### config.mk
export PLATFORM = sky130hd
export DESIGN_NAME = adder_arbiter_seq
export DESIGN_NICKNAME = d
export VERILOG_FILES = /design/src/rtl/adder_arbiter_seq.sv
export SDC_FILE = /design/constraint.sdc
export NUM_CORES = 1
export LEC_CHECK = 0
export ABC_AREA = 1
export BUFFER_PORTS_ARGS = -buffer_cell sky130_fd_sc_hd__buf_4
export CAP_MARGIN = 10
export CELL_PAD_IN_SITES_DETAIL_PLACEMENT = 1
export CELL_PAD_IN_SITES_GLOBAL_PLACEMENT = 2
export CORE_ASPECT_RATIO = 1.5
export CORE_MARGIN = 2
export CORE_UTILIZATION = 28
export CTS_CLUSTER_DIAMETER = 150
export CTS_CLUSTER_SIZE = 8
export DETAILED_ROUTE_END_ITERATION = 12
export GPL_TIMING_DRIVEN = 0
export MAX_ROUTING_LAYER = met4
export PLACE_DENSITY = 0.87
export SYNTH_ARGS = -nofsm -noshare
export SYNTH_HDL_FRONTEND = slang
export SYNTH_SLANG_ARGS = --single-unit
### constraint.sdc
create_clock -name iClk -period 4 [get_ports iClk]
set_clock_uncertainty 0.05 [all_clocks]
set_input_delay 0.4 -clock iClk [delete_from_list [all_inputs] [get_ports iClk]]
set_output_delay 0.4 -clock iClk [all_outputs]
set_load 0.01 [all_outputs]
### src/rtl/adder_arbiter_seq.sv
// Two-requester round-robin front end sharing one 8-bit adder. It performs
// (8*NBYTES)-bit additions byte-serially, chaining the carry from one byte to the next.

module adder8 (
  input  logic [7:0] iData_a,
  input  logic [7:0] iData_b,
  input  logic       iC,
  output logic [7:0] oData,
  output logic       oData_C
);
  assign {oData_C, oData} = {1'b0, iData_a} + {1'b0, iData_b} + {8'b0, iC};
endmodule

module adder_arbiter_seq #(
  parameter int NBYTES = 4
) (
  input  logic                iClk,
  input  logic                iRst_n,
  input  logic                iReq0,
  input  logic                iReq1,
  input  logic [8*NBYTES-1:0] iA0,
  input  logic [8*NBYTES-1:0] iB0,
  input  logic [8*NBYTES-1:0] iA1,
  input  logic [8*NBYTES-1:0] iB1,
  input  logic                iC0,
  input  logic                iC1,
  output logic                oGnt0,
  output logic                oGnt1,
  output logic                oBusy,
  output logic                oDone,
  output logic                oOwner,
  output logic [8*NBYTES-1:0] oData,
  output logic                oData_C
);
  localparam int W  = 8 * NBYTES;
  localparam int KW = (NBYTES > 1) ? $clog2(NBYTES) : 1;

  typedef enum logic [1:0] {S_IDLE, S_ADD, S_DONE} state_t;

  state_t          state_q, state_d;
  logic [KW-1:0]   k_q, k_d;
  logic            carry_q, carry_d;
  logic            ptr_q, ptr_d;
  logic            own_q, own_d;
  logic [W-1:0]    a_q, a_d, b_q, b_d, acc_q, acc_d;
  logic [W-1:0]    data_q, data_d;
  logic            dc_q, dc_d;
  logic            owner_q, owner_d;

  logic [7:0]      add_a, add_b, add_s;
  logic            add_co;
  logic [W-1:0]    acc_upd;
  logic            last_byte;

  // Grants depend only on state, requests and the last-served pointer.
  assign oGnt0 = iRst_n && (state_q == S_IDLE) && iReq0 && (!iReq1 || ptr_q);
  assign oGnt1 = iRst_n && (state_q == S_IDLE) && iReq1 && (!iReq0 || !ptr_q);

  assign oBusy   = (state_q != S_IDLE);
  assign oDone   = (state_q == S_DONE);
  assign oOwner  = owner_q;
  assign oData   = data_q;
  assign oData_C = dc_q;

  assign last_byte = (k_q == KW'(NBYTES - 1));

  always_comb begin
    add_a   = '0;
    add_b   = '0;
    acc_upd = acc_q;
    for (int unsigned i = 0; i < NBYTES; i++) begin
      if (k_q == KW'(i)) begin
        add_a = a_q[8*i +: 8];
        add_b = b_q[8*i +: 8];
        acc_upd[8*i +: 8] = add_s;
      end
    end
  end

  adder8 u_adder (
    .iData_a (add_a),
    .iData_b (add_b),
    .iC      (carry_q),
    .oData   (add_s),
    .oData_C (add_co)
  );

  always_comb begin
    state_d = state_q;
    k_d     = k_q;
    carry_d = carry_q;
    ptr_d   = ptr_q;
    own_d   = own_q;
    a_d     = a_q;
    b_d     = b_q;
    acc_d   = acc_q;
    data_d  = data_q;
    dc_d    = dc_q;
    owner_d = owner_q;
    unique case (state_q)
      S_IDLE: begin
        if (oGnt0) begin
          a_d = iA0; b_d = iB0; carry_d = iC0;
          ptr_d = 1'b0; own_d = 1'b0; k_d = '0; state_d = S_ADD;
        end else if (oGnt1) begin
          a_d = iA1; b_d = iB1; carry_d = iC1;
          ptr_d = 1'b1; own_d = 1'b1; k_d = '0; state_d = S_ADD;
        end
      end
      S_ADD: begin
        acc_d   = acc_upd;
        carry_d = add_co;
        if (last_byte) begin
          k_d     = '0;
          data_d  = acc_upd;
          dc_d    = add_co;
          owner_d = own_q;
          state_d = S_DONE;
        end else begin
          k_d = k_q + 1'b1;
        end
      end
      S_DONE:  state_d = S_IDLE;
      default: state_d = S_IDLE;
    endcase
  end

  always_ff @(posedge iClk) begin
    if (!iRst_n) begin
      state_q <= S_IDLE;
      k_q     <= '0;
      carry_q <= 1'b0;
      ptr_q   <= 1'b1;
      own_q   <= 1'b0;
      a_q     <= '0;
      b_q     <= '0;
      acc_q   <= '0;
      data_q  <= '0;
      dc_q    <= 1'b0;
      owner_q <= 1'b0;
    end else begin
      state_q <= state_d;
      k_q     <= k_d;
      carry_q <= carry_d;
      ptr_q   <= ptr_d;
      own_q   <= own_d;
      a_q     <= a_d;
      b_q     <= b_d;
      acc_q   <= acc_d;
      data_q  <= data_d;
      dc_q    <= dc_d;
      owner_q <= owner_d;
    end
  end
endmodule

# After elaboration in Yosys (flattened, before gate mapping)
# Index checks and enable logic that the tools add are counted.
# op_classes
add_sub_neg	3
n_mul	0
n_div	0
magnitude_cmp	0
eq_ne	7
shift	0
muxes	29
bitwise_logic	0
n_reduce_logical	19
# op_table
cell	count
2-to-1 mux 32 bit	4
2-to-1 mux 8 bit	12
2-to-1 mux 2 bit	6
adder 8 x 8 -> 9 bit	1
adder 9 x 1 -> 9 bit	1
case mux 2 bit (2 select lines)	2
AND reduction 2 bit	4
== test 2 bit, second input constant	3
nonzero test 2 bit	3
logical AND 1 bit	5
== test 2 x 1 -> 1 bit, second input constant	2
zero test 2 bit	2
2-to-1 mux 1 bit	4
zero test 1 bit	3
inequality test 3 bit, second input constant	1
adder 2 x 1 -> 2 bit, second input constant	1
logical OR 1 bit	2
inequality test 2 bit, second input constant	1
case mux 1 bit (2 select lines)	1
# word_totals
regBits	137
latch_bits	0
ram_bits	0
rom_bits	0
out_inout_bits	38
word_cells	69
n_memories	0

# Depth between registers and ports, before layout
# depth
word_depth	8
mapped_depth	20
mapped_depth_nobuf	18

# Cells and area by module
# From an unflattened synthesis, not the netlist that was laid out.
# unflattened
hier_cells	895
area_unflattened_um2	6373.6
# by_module_without_submodules
mod	instances	cells_per_inst	area_per_inst_um2
adder_arbiter_seq	1	836	5989.5
adder8	1	59	384.1

# Worst setup path after synthesis
# Ideal clock, no wire load.
# synth_timing
path_type	register -> register
startpoint	register k_q[0]
endpoint	register acc_q[14]
setup_time_ps	109
arrival_ps	2790
required_ps	3841
setup_slack_ps	1051
stages_incl_launch_ff	20
path_buffers	2
synth_period_minus_slack_ps	2949
path_cell_list	dfxtp_1 > inv_1 > ha_1 > clkbuf_1 > buf_1 > a21oi_1 > o31ai_1 > o21ai_0 > fa_1 > inv_1 > fa_1 > nand2_1 > nand2_1 > nand3b_1 > nand2_1 > nand2_1 > nand3_1 > nand3_1 > nand2_1 > inv_1
# synth_between
elab_chain_cells	8
# synth_rtl
item	line	text
start: declaration	41	logic [KW-1:0] k_q, k_d;
start signal: assignment	143	k_q <= k_d;
zero test 2 bit	72	if (k_q == KW'(i)) begin
2-to-1 mux 8 bit (4 in a row)	72	
adder 8 x 8 -> 9 bit	11	assign {oData_C, oData} = {1'b0, iData_a} + {1'b0, iData_b} + {8'b0, iC};
adder 9 x 1 -> 9 bit	11	
2-to-1 mux 8 bit *	72	
end signal: assignment	137	acc_q <= '0;
end signal: assignment	149	acc_q <= acc_d;
end: declaration	45	logic [W-1:0] a_q, a_d, b_q, b_d, acc_q, acc_d;
# Every way passes the cells marked *; elsewhere a longest branch is shown, timed or not.
# A chain may end at the register's enable or synchronous reset.

# Worst setup path in the final report
# layout_timing
startpoint	register k_q[1]
endpoint	register acc_q[15]
# Same word-level chain as after synthesis.

==> run_results.csv <==
group,metric,value,unit
global_route,grt_pass1_vias,7191,
clock_tree,clk_latency,0.43,ns
logic_synthesis,synth.avg_cell_area,6.62,um2
global_route,grt_usage,0.205,
critical_path,crit_path_max_incr_delay,0.50,ns
critical_path,critPathSlowestCell,"clkbuf_1",
timing,fin_tns_setup,0,ns
route,routed_wirelength,23400,um
clock_tree,htreeDepth,4,
critical_path,worstSetupPathType,"reg -> reg",
route,viasPerCell,4.78,
route,detail_route.wl_per_cell,16.4,um
logic_synthesis,syn-num-nets,1101,
finish,synthToLayoutAreaGrowth,35.2,%
placed_design,hpwl,18400,um
clock_tree,cts.sinks,129,
power_and_ir_drop,p_sw,1130,uW
power_and_ir_drop,combinationalPowerShare,0.201,
floorplanning,die_w,127,um
floorplanning,ios,172,
global_route,grt_pass1_wl,37200,um
power_and_ir_drop,p_leak,0.00401,uW
critical_path,cp.arrival,3.93,ns
critical_path,cp.required,4.27,ns
critical_path,critical_path.max_fanout,10,
clock_tree,path_clk_slew,0.06,ns
logic_synthesis,synth_top_area_share,0.409,
power_and_ir_drop,ir_drop,302,uV
timing,setup_viol_count_final,0,
route,drt_iter0_markers,273,
floorplanning,rows,67,
critical_path,r2r_slack,0.34,ns
logic_synthesis,synthDistinctLibCells,32,
logic_synthesis,ys_seq_area_frac,0.409,
clock_tree,cts-root-buf,"clkbuf_16",
logic_synthesis,async_flop_share,0,
logic_synthesis,synth_seq_cells,129,
logic_synthesis,ys_top_cells_by_count,"nand2_1 (217), nor2_1 (171), dfxtp_1 (129)",
critical_path,cp-end-kind,"register",
logic_synthesis,yosys_warnings,0,
critical_path,crit_chain,"inv_1, ha_1, clkbuf_1, inv_1, clkbuf_1, nand3_1, nand2_1, o21ai_0, a21oi_1, ha_1, a21oi_1, nand2_1, nand2_1, nand3_1, nand3_1, nand3_1, nand2_1, inv_1",
logic_synthesis,synth_area,6320,um2
floorplanning,core_area,22300,um2
logic_synthesis,synthMostInstantiatedCell,"nand2_1",
placed_design,placedCellCount,1401,
floorplanning,die-area,23800,um2
finish,antennaDiodeCount,0,
route,vias,6850,
timing,period_needed,3.66,ns
clock_tree,clock_path_buffers,2,
placed_design,portBuffers,171,
logic_synthesis,syn_inst,954,
timing,maxSlewViolCount,0,
clock_tree,cts_tree,"yes",
logic_synthesis,synthFlopType,"dfxtp_1",
route,drc,0,
power_and_ir_drop,p_per_area,436,nW/um2
power_and_ir_drop,seqPwrFrac,0.381,
route,ant_nets,0,
placed_design,place.gp.congestion,0.866,
finish,fin_cells,1432,
clock_tree,cts_made_buffers,17,
global_route,grt_max_degree,17,
global_route,antenna_found_initial,0,
clock_tree,hold_buffers,0,
timing,max_freq,273,MHz
critical_path,start_kind,"register",
logic_synthesis,synth_area_leader_cell,"dfxtp_1",
power_and_ir_drop,power_frac_clock,0.419,
logic_synthesis,synth_edf_count,0,
finish,final_nets,1290,
power_and_ir_drop,p_sw_frac,0.304,
timing,finalHoldViolCount,0,
power_and_ir_drop,internal_power,2590,uW
finish,drive_gt1_frac,0.208,
logic_synthesis,synth.area.top_cells,"dfxtp_1 (41%), nand2_1 (13%), nor2_1 (10%)",
outcome,status,"completed",
timing,period_share,0.916,
job,maxCapViolCount,0,
route,dr.pass1.iters,4,
min_path,hold_class,"in -> reg",
timing,tightest_slew,0.705,ns
global_route,grt_remaining_overflow,0,
floorplanning,die_h,188,um
floorplanning,start_util,0.283,
timing,relSlewSlack,0.530,
[worst max-delay path: cells and delay by family, from the launching register on]
kind	cells	cell delay, ns
buffers and inverters	5	0.98
AO/OA/AOI/OAI	3	0.52
flip-flops	1	0.39
adder cells (fa/ha/maj)	2	0.50
AND/OR/NAND/NOR	8	1.10
[registers in the layout, summed over array words and instances, names as in the netlist, 2 cells and up]
name	count
b_q	32
oData	32
a_q	32
acc_q	24
k_q	2
state_q	2
[cell usage in the layout, fill, tap and decap left out, types with 4 or more instances in the layout]
| cell type | netlist | final |
|---|---|---|
| nand2_1 | 217 | 217 |
| inv_1 | 49 | 49 |
| nand3_1 | 44 | 44 |
| buf_2 | 10 | 10 |
| inv_2 | 7 | 7 |
| buf_6 | 5 | 5 |
| o21ai_0 | 64 | 64 |
| a21oi_1 | 117 | 117 |
| dfxtp_1 | 129 | 129 |
| clkbuf_16 | 0 | 17 |
| clkbuf_2 | 0 | 4 |
| o211ai_1 | 4 | 4 |
| clkbuf_1 | 39 | 37 |
| o21ai_1 | 53 | 53 |
| buf_4 | 4 | 175 |
| nor2_1 | 171 | 171 |
| ha_1 | 11 | 11 |
[cells by family (layout without fill, tap and decap cells)]
kind of cell               count (synthesis)  after routing  synth area share
adders and majority gates                 13             13            0.0281
buffers and inverters                    121            323            0.0822
muxes                                      3              3           0.00475
and+or+nand+nor                          441            441             0.276
xor gates and xnor gates                   1              1           0.00139
DFF                                      129            129             0.409
AOI/OAI and AO/OA                        246            246             0.199
[metal layers]
metal | share of wire | GRT usage
met4 | 0.029 | 0.0761
met1 | 0.42 | 0.230
met5 | 0 | -
met2 | 0.52 | 0.363
met3 | 0.035 | 0.0314
[final cells by class]
cell class              count  area (um2)
clock buffers              18         439
flip-flops and latches    129        2580
well taps                 276         345
fillers                  2927       13800
multi-input cells         704        3220
repair buffers            171        1280
clock inverters            14         154
plain buffers              63         310
inverters                  57         214
[what timing repair did]
action | in CTS | in global routing
buffers inserted | 0 | 0
endpoints found under the setup margin | 0 | 31
gates resized for setup | 0 | 8
[power groups by stage]
stage	clock network [uW]	registers (uW)	logic, uW
after floorplan	0	1430	451
after global placement	0	1440	734
after detailed placement	0	1450	746
after CTS	1590	1420	752
after global routing	1640	1430	844
final	1560	1420	748
[final timing paths]
path                    end  depth (start not counted)       from
setup / recovery  acc_q[15]                         18     k_q[1]
hold / removal      a_q[11]                          3    iA0[11]
setup reg to reg  acc_q[15]                         18     k_q[1]
hold reg to reg   oData[23]                          2  oData[23]
[metrics by stage]
step	area (um2)	worst slack, ns	power [uW]	utilization	hold slack [ns]
after global routing	8550	-0.0118	3910	0.383	0.196
after CTS	8540	0.00155	3760	0.383	0.184
after detailed placement	7950	0.0649	2190	0.356	0.393
final	8550	0.337	3730	0.383	0.197
after global placement	7950	0.138	2180	0.356	0.390
after floorplan	6320	1.05	1880	-	0.389
(Power assumes the default switching activity.)
